===== config.mk =====
export PLATFORM = sky130hd
export DESIGN_NAME = ham_secded_codec
export DESIGN_NICKNAME = d
export VERILOG_FILES = /design/src/rtl/ham_pkg.sv /design/src/rtl/ham_syndrome.sv /design/src/rtl/ham_secded_codec.sv
export SDC_FILE = /design/constraint.sdc
export NUM_CORES = 1
export LEC_CHECK = 0
export CAP_MARGIN = 20
export CORE_ASPECT_RATIO = 0.9
export CORE_MARGIN = 2
export CORE_UTILIZATION = 45
export CTS_CLUSTER_SIZE = 12
export DETAILED_ROUTE_END_ITERATION = 7
export PLACE_DENSITY = 0.77
export SLEW_MARGIN = 15
export SYNTH_ARGS = -nofsm -noshare
export SYNTH_HDL_FRONTEND = slang
export SYNTH_SLANG_ARGS = --single-unit

===== constraint.sdc =====
create_clock -name clk -period 1.9 [get_ports clk]
set_input_delay 0.285 -clock clk [delete_from_list [all_inputs] [get_ports clk]]
set_output_delay 0.285 -clock clk [all_outputs]
set_load 0.02 [all_outputs]

===== src/rtl/ham_pkg.sv =====
`default_nettype none
// +----------------------------------------------------------------------------+
// | ham_pkg                                                                    |
// | Shared Hamming code geometry helpers and mode encodings for the codec.     |
// | Optional feature macro: HAM_SECDED_EN (adds the extended parity bit).      |
// | Revision: 1.0                                                              |
// +----------------------------------------------------------------------------+
package ham_pkg;

    localparam logic ENC = 1'b0;
    localparam logic DEC = 1'b1;

    function automatic int ham_par_w(input int data_w);
        int p;
        p = 1;
        for (int k = 1; k < 8; k++) begin
            if ((1 << p) < data_w + p + 1) p = p + 1;
        end
        return p;
    endfunction

    function automatic int ham_code_w(input int data_w);
`ifdef HAM_SECDED_EN
        return data_w + ham_par_w(data_w) + 1;
`else
        return data_w + ham_par_w(data_w);
`endif
    endfunction

    function automatic logic is_pow2(input int pos);
        return (pos != 0) && ((pos & (pos - 1)) == 0);
    endfunction

    // Hamming position (1-based) of data bit idx: the idx-th non power of two
    function automatic int data_pos(input int idx);
        int pos;
        int cnt;
        pos = 0;
        cnt = -1;
        for (int q = 1; q < 128; q++) begin
            if (cnt < idx && !is_pow2(q)) begin
                cnt = cnt + 1;
                pos = q;
            end
        end
        return pos;
    endfunction

endpackage
`default_nettype wire


===== src/rtl/ham_syndrome.sv =====
`default_nettype none
// +----------------------------------------------------------------------------+
// | ham_syndrome                                                               |
// | Syndrome (XOR of set-bit positions) and overall parity of a codeword.      |
// | Optional feature macro: HAM_SECDED_EN (via ham_code_w).                    |
// | Revision: 1.0                                                              |
// +----------------------------------------------------------------------------+
module ham_syndrome
    import ham_pkg::*;
#(
    parameter  int DATA_W = 11,
    localparam int PAR_W  = ham_par_w(DATA_W),
    localparam int CODE_W = ham_code_w(DATA_W)
) (
    input  logic [CODE_W-1:0] word,
    output logic [PAR_W-1:0]  syndrome,
    output logic              parity
);

    localparam int c_n_pos = DATA_W + PAR_W;

    always_comb begin
        syndrome = '0;
        for (int i = 0; i < c_n_pos; i++) begin
            if (word[i]) syndrome = syndrome ^ PAR_W'(i + 1);
        end
        parity = ^word;
    end

endmodule
`default_nettype wire


===== src/rtl/ham_secded_codec.sv =====
`default_nettype none
// +----------------------------------------------------------------------------+
// | ham_secded_codec                                                           |
// | Two-stage streaming Hamming encoder/decoder with error counters.           |
// | Optional feature macro: HAM_SECDED_EN (extended parity, double detection). |
// | Revision: 1.0                                                              |
// +----------------------------------------------------------------------------+
module ham_secded_codec
    import ham_pkg::*;
#(
    parameter  int DATA_W = 11,
    parameter  int CNT_W  = 16,
    localparam int PAR_W  = ham_par_w(DATA_W),
    localparam int CODE_W = ham_code_w(DATA_W)
) (
    input  logic              clk,
    input  logic              rst_n,
    input  logic              in_valid,
    output logic              in_ready,
    input  logic              in_mode,
    input  logic [CODE_W-1:0] in_data,
    output logic              out_valid,
    input  logic              out_ready,
    output logic [CODE_W-1:0] out_data,
    output logic              out_single,
    output logic              out_double,
    input  logic              clr_cnt,
    output logic [CNT_W-1:0]  cnt_single,
    output logic [CNT_W-1:0]  cnt_double
);

    localparam int c_n_pos = DATA_W + PAR_W;

    logic              w_stall;
    logic [CODE_W-1:0] w_scatter;
    logic [CODE_W-1:0] w_s1_word;
    logic [PAR_W-1:0]  w_syn;
    logic              w_par;
    logic              r_s1_valid;
    logic              r_s1_mode;
    logic [CODE_W-1:0] r_s1_word;
    logic [PAR_W-1:0]  r_s1_syn;
    logic              r_s1_par;
    logic              w_single;
    logic              w_double;
    logic              w_flip;
    logic [CODE_W-1:0] w_fixed;
    logic [CODE_W-1:0] w_code;
    logic [DATA_W-1:0] w_payload;
    logic [CODE_W-1:0] w_result;
    logic              r_out_valid;
    logic [CODE_W-1:0] r_out_data;
    logic              r_out_single;
    logic              r_out_double;
    logic [CNT_W-1:0]  r_cnt_single;
    logic [CNT_W-1:0]  r_cnt_double;

    assign w_stall  = r_out_valid && !out_ready;
    assign in_ready = !w_stall;

    // Encode path: payload bits placed at their codeword positions, parity slots zero
    for (genvar j = 0; j < DATA_W; j++) begin : g_scatter
        localparam int c_pos = data_pos(j);
        assign w_scatter[c_pos-1] = in_data[j];
    end
    for (genvar k = 0; k < PAR_W; k++) begin : g_par_slot
        assign w_scatter[(1 << k) - 1] = 1'b0;
    end
`ifdef HAM_SECDED_EN
    assign w_scatter[CODE_W-1] = 1'b0;
`endif

    assign w_s1_word = (in_mode == DEC) ? in_data : w_scatter;

    ham_syndrome #(.DATA_W(DATA_W)) u_syndrome (
        .word     (w_s1_word),
        .syndrome (w_syn),
        .parity   (w_par)
    );

    always_comb begin
        w_single = 1'b0;
        w_double = 1'b0;
        w_flip   = 1'b0;
        if (r_s1_mode == DEC && r_s1_syn != '0) begin
            if ({1'b0, r_s1_syn} > (PAR_W + 1)'(c_n_pos)) begin
                w_double = 1'b1;
`ifdef HAM_SECDED_EN
            end else if (r_s1_par) begin
                w_flip   = 1'b1;
                w_single = 1'b1;
            end else begin
                w_double = 1'b1;
            end
        end else if (r_s1_mode == DEC && r_s1_par) begin
            w_single = 1'b1;
        end
`else
            end else begin
                w_flip   = 1'b1;
                w_single = 1'b1;
            end
        end
`endif
    end

    always_comb begin
        w_fixed = r_s1_word;
        for (int i = 0; i < c_n_pos; i++) begin
            if (w_flip && r_s1_syn == PAR_W'(i + 1)) w_fixed[i] = ~r_s1_word[i];
        end
    end

    // Syndrome of a zero-parity word is exactly the parity pattern to insert
    always_comb begin
        w_code = r_s1_word;
        for (int k = 0; k < PAR_W; k++) begin
            w_code[(1 << k) - 1] = r_s1_syn[k];
        end
`ifdef HAM_SECDED_EN
        w_code[CODE_W-1] = r_s1_par ^ (^r_s1_syn);
`endif
    end

    for (genvar j = 0; j < DATA_W; j++) begin : g_extract
        localparam int c_pos = data_pos(j);
        assign w_payload[j] = w_fixed[c_pos-1];
    end

    assign w_result = (r_s1_mode == DEC) ? CODE_W'(w_payload) : w_code;

    always_ff @(posedge clk) begin
        if (!rst_n) begin
            r_s1_valid   <= 1'b0;
            r_out_valid  <= 1'b0;
            r_out_data   <= '0;
            r_out_single <= 1'b0;
            r_out_double <= 1'b0;
        end else if (!w_stall) begin
            r_s1_valid   <= in_valid;
            r_s1_mode    <= in_mode;
            r_s1_word    <= w_s1_word;
            r_s1_syn     <= w_syn;
            r_s1_par     <= w_par;
            r_out_valid  <= r_s1_valid;
            r_out_data   <= w_result;
            r_out_single <= r_s1_valid && w_single;
            r_out_double <= r_s1_valid && w_double;
        end
    end

    always_ff @(posedge clk) begin
        if (!rst_n || clr_cnt) begin
            r_cnt_single <= '0;
            r_cnt_double <= '0;
        end else if (r_out_valid && out_ready) begin
            if (r_out_single && r_cnt_single != '1) r_cnt_single <= r_cnt_single + CNT_W'(1);
            if (r_out_double && r_cnt_double != '1) r_cnt_double <= r_cnt_double + CNT_W'(1);
        end
    end

    assign out_valid  = r_out_valid;
    assign out_data   = r_out_data;
    assign out_single = r_out_single;
    assign out_double = r_out_double;
    assign cnt_single = r_cnt_single;
    assign cnt_double = r_cnt_double;

endmodule
`default_nettype wire


After elaboration in Yosys (flattened, before gate mapping). Index checks and enable logic that the tools add are counted.

Word-level logic and storage cells: 99. Bits in registers: 54. Input port bits: 21.

Mux-type cells: 29. Equality and inequality tests: 12. Add/sub/neg operators: 1. Bitwise operators: 26. Reduce and logical (&&, ||, !) cells: 23.

Operators by type and width (number): $mux 4 (8); $mux 15 (2); $eq 4x4->1 const B (7); $add 16x1->16 const B (1); $logic_and 1x1->1 (16); $ne 16x16->1 const B (1); $mux 1 (13); $eq 4x3->1 const B (3); $mux 3 (4); $not 1->1 (12); $not 2->2 (6); $not 3->3 (4); $eq 4x2->1 const B (1); $mux 2 (2); $not 4->4 (1); $reduce_and 2->1 (2); $reduce_bool 4->1 (1); $logic_not 1->1 (3); $not 1->1 const A (3); $logic_or 1x1->1 (1).

Longest topological paths before layout.
Depth in word-level cells: 27. Gate-level depth with buffers: 7. Gate-level depth less buffers: 6.

By module. From an unflattened synthesis, not the netlist that was laid out.

Cells, all modules: 291. Area, all modules: 2846.5 um2.

Modules (own cells, without submodules): ham_secded_codec (cells each 266, times used 1, area each 2577.5 um2, seq. area each 1161.1 um2); ham_syndrome (cells each 25, times used 1, area each 269.0 um2, seq. area each 0.0 um2).

Worst setup path before layout. No wires, ideal clock.

Path type: reg-to-reg. Start: register r_out_valid (netlist: out_valid). End: register r_s1_mode, enable pin. Arrival: 1.554 ns. Path buffers: 2. Cell stages (with the launch flop): 5. Clock period less this slack: 1.942 ns. Setup slack: -0.042 ns. Path through: dfxtp_1 nor2b_1 clkbuf_1 clkbuf_1 nor2_1.

Longest elaborated chain between the ends: 3.

Ends and longest elaborated chain: from (decl) (RTL line ham_secded_codec.sv:51) `logic r_out_valid;`; from (signal assigned) (RTL line ham_secded_codec.sv:145) `r_out_valid <= r_s1_valid;`; $logic_and 1x1->1 (RTL line ham_secded_codec.sv:58) `assign w_stall = r_out_valid && !out_ready;`; $not 1->1 (no line); $reduce_and 2->1 (no line); to (signal assigned) (RTL line ham_secded_codec.sv:141) `r_s1_mode <= in_mode;`; to (decl) (RTL line ham_secded_codec.sv:40) `logic r_s1_mode;`.

No other way between the ends. A chain may end at the register's enable or synchronous reset.

Final worst setup path.
Start: register r_s1_syn[0]. End: register r_out_data[5] (netlist: out_data[5]).

Longest elaborated chain between the ends: 6.

Ends and longest elaborated chain: from (decl) (RTL line ham_secded_codec.sv:42) `logic [PAR_W-1:0] r_s1_syn;`; from (signal assigned) (RTL line ham_secded_codec.sv:143) `r_s1_syn <= w_syn;`; $reduce_bool 4->1 (RTL line ham_secded_codec.sv:85) `if (r_s1_mode == DEC && r_s1_syn != '0) begin`; $logic_and 1x1->1 (RTL line ham_secded_codec.sv:85); $mux 1 (RTL line ham_secded_codec.sv:85); $logic_and 1x1->1 (*) (RTL line ham_secded_codec.sv:110) `if (w_flip && r_s1_syn == PAR_W'(i + 1)) w_fixed[i] = ~r_s1_word[i];`; $mux 1 (*) (RTL line ham_secded_codec.sv:110); $mux 15 (*) (RTL line ham_secded_codec.sv:130) `assign w_result = (r_s1_mode == DEC) ? CODE_W'(w_payload) : w_code;`; to (signal assigned) (RTL line ham_secded_codec.sv:146) `r_out_data <= w_result;`; to (decl) (RTL line ham_secded_codec.sv:52) `logic [CODE_W-1:0] r_out_data;`.

Every way passes the cells marked *; elsewhere a longest branch is shown, timed or not.

==> results by group <==
Run status
  – Status: completed

Place
  – Post-DP HPWL: 4700 um
  – GPL Wtd Cong: 0.907
  – IO buf count: 54
  – Post-Place Setup Slack: -0.142 ns
  – Placed cells: 449

Clock network
  – # clock sinks: 50
  – CTS Buf Count: 5
  – Hold buffer count at cts: 0
  – CTS Root Cell: clkbuf_8
  – H-tree Lvls: 2
  – Clk buf depth: 2
  – Clock latency on the worst-skew pair: 0.31 ns
  – Post-cts sizing count: 0
  – Clk pin slew, worst setup/hold paths: 0.09 ns
  – TritonCTS clock tree: yes
  – Setup Buffers After CTS: 0

Final layout
  – Nets@finish: 391
  – Area of the multi-input gates: 0.00153 mm^2
  – Seq. cell area: 0.00116 mm^2
  – Diode count: 0
  – Layout cells sized above 1: 11.9%
  – # fillers: 533
  – Post-Layout Cell Count: 457
  – P&R area growth vs syn: 27.3%

Min path
  – Min-Delay Endpoint: out_data[6]
  – Hold Path Class: register to register
  – Worst hold start: out_data[6]
  – Hold path depth: 2

Detailed routing
  – Drt first pass iters: 4
  – Final ANT Viol Nets: 0
  – Vias: 2387
  – Vias/cell: 5.22
  – Drt wl/cell: 13.5 um
  – DRC viols: 0
  – Final wirelength: 6160 um
  – First DRT Iteration DRCs: 212

Logic synthesis
  – Synth warn: 0
  – Main flop type after synthesis: dfxtp_1
  – Biggest area consumer among synthesized cells: dfxtp_1
  – Synth Register Bits: 50
  – Number of synthesized flops with an enable pin: 16
  – Sequential share of the synthesized area: 40.8%
  – Post-synth ARST share: 0%
  – Post-synth top area share: 23.9%
  – Syn Std Cell Area: 0.00285 mm^2
  – Ranking of synthesized cells by area: dfxtp_1 24%, edfxtp_1 17%, xnor2_1 6.2%
  – Mapped Cells: 304
  – Synth cell types: 54
  – Synth cell count leaders: 37 x nor2_1, 34 x dfxtp_1, 23 x a21oi_1
  – Synth Area per Inst: 9.36 um^2
  – Most common cell in the netlist: nor2_1

Timing
  – Count of final setup violators: 0
  – Final TNS setup: 0 ns
  – Fin Clk Skew: 0.00892 ns
  – Final WS setup: 0.147 ns
  – Fin. max-slew vios: 0
  – Crit path time final: 1.75 ns
  – Unrepaired setup endpoints after global routing: false
  – Final period util: 92.3%
  – Hold slack: 0.456 ns
  – Final Hold Vio Count: 0
  – Maximum clock rate: 0.570 GHz

Worst setup path
  – CP Class: register to register
  – Startpoint types: register
  – CP Cell Sequence: nand2b_1 -> or3_1 -> a311o_1 -> a21oi_1
  – Crit path max fanout: 7
  – CP endpoint kind: register
  – Crit path max-delay family: simple AND/OR/NAND/NOR gates
  – Largest stage delay, worst path: 0.50 ns
  – Worst R2R Start: r_s1_syn[0]
  – WP buf/inv: 0
  – Reg2reg setup slack: 0.15 ns
  – Critical Path AT: 1.99 ns
  – Critical path required time: 2.14 ns
  – Worst path slowest cell: edfxtp_1
  – R2r endpoint: out_data[5]
  – Reg2Reg Depth: 4

Pwr
  – Leakage: 0.00134 uW
  – Sw Pwr: 753 uW
  – Net Sw Frac: 28.4%
  – Clk pwr share: 27.6%
  – Share of power burned in registers: 48.3%
  – Final Total Pwr: 2660 uW
  – Combinational share of power: 24.1%
  – Power Internal: 1900 uW
  – PwrDens: 733 mW/mm^2
  – Maximum VDD drop: 0.308 mV

Die
  – Row cnt: 27
  – Width of the chip: 87.8 um
  – Die Ht: 79.4 um
  – Starting Density: 46.5%
  – Full die area: 0.00698 mm^2
  – Core Area: 0.00611 mm^2
  – Num ports: 72

Global route
  – Met1 Track Usage GR: 25.4%
  – M3 GR Usage: 3.00%
  – Largest net degree at the start of global routing: 24
  – Global route overflow: 0
  – First-pass GRT wire length: 10200 um
  – Vias in the first global route: 2147
  – Gr busiest metal: met2
  – GRT met2 Usage: 28.9%
  – Initial antenna violation count: 0
  – All-layer global routing usage: 18.3%

Run
  – Max Cap Violations: 0
==> layout make-up <==
type	count	area share, %
clock buffer	7	2.11
clock inverter	1	0.829
inverter	6	0.622
multi-input combinational	234	42.3
sequential	50	32.1
tap	87	3.01
timing repair buffer	72	19.1
==> stage by stage <==
step	utilization (%)	cell area, um^2
after global routing	59.2	3620
after CTS	59.2	3620
after global placement	57.5	3510
final	59.2	3620
after floorplan	-	2910
after detailed placement	57.5	3510
==> logic make-up (layout without fill, tap and decap cells) <==
kind of cell | after synthesis | count (layout) | synth area share, %
AND/OR/NAND/NOR | 112 | 112 | 21.3
AO/OA/AOI/OAI | 60 | 60 | 14.6
flip-flops | 50 | 50 | 40.8
buffers and inverters | 36 | 86 | 7.52
XOR/XNOR | 35 | 35 | 11.3
multiplexers | 9 | 9 | 3.91
adder cells (fa/ha/maj) | 1 | 1 | 0.440
other | 1 | 17 | 0.132
==> metal layers <==
| layer | wire length, um | share of wire (%) |
|---|---|---|
| met1 | 2880 | 47 |
| met2 | 2860 | 46 |
| met3 | 321 | 5.2 |
| met4 | 97 | 1.6 |
| met5 | 0 | 0 |
==> how the worst max path moves through the flow <==
stage	to	from	slack (ns)	cells past startpoint
finish	out_data[5]	r_s1_syn[0]	0.15	4
global placement	r_s1_syn[2]	in_mode	-0.1	5
detailed placement	r_s1_syn[0]	in_mode	-0.14	6
floorplan	r_s1_mode	out_valid	0.21	4
CTS	in_ready	out_ready	0.05	4
global route	out_data[2]	r_s1_syn[0]	0.09	4
==> worst reg2reg max path: stages (launching register included) <==
cell      delay (ns)
edfxtp_1        0.50
nand2b_1        0.27
or3_1           0.38
a311o_1         0.38
a21oi_1         0.15
==> registers in the layout, summed over array words and instances (netlist names) <==
name,cells
cnt_single,16
out_data,15
r_s1_word,11
r_s1_syn,4
out_single,1
out_valid,1
r_s1_mode,1
r_s1_valid,1
==> power groups by stage <==
stage / Sequential, uW / Combinational (uW) / Clock (uW)
floorplan: 1300 / 434 / 0
global placement: 1300 / 619 / 0
detailed placement: 1300 / 635 / 0
CTS: 1280 / 638 / 742
global route: 1290 / 694 / 775
finish: 1280 / 640 / 733
==> placed cells by master, fill, tap and decap left out, types with 4 or more instances in the layout <==
cell type        instances
nand2_1                 21
o211ai_1                 4
and3_1                   6
o21ai_0                 10
nand3_1                 10
xor2_1                  14
dfxtp_1                 34
nor2_1                  36
nor3_1                   6
mux2_2                   6
edfxtp_1                16
a21oi_1                 23
a311oi_1                 4
conb_1                  17
xnor2_1                 20
clkbuf_8                 5
inv_1                    5
or3_1                    7
clkdlybuf4s50_1         53
buf_4                   17
Power figures use the tool's default switching activity.
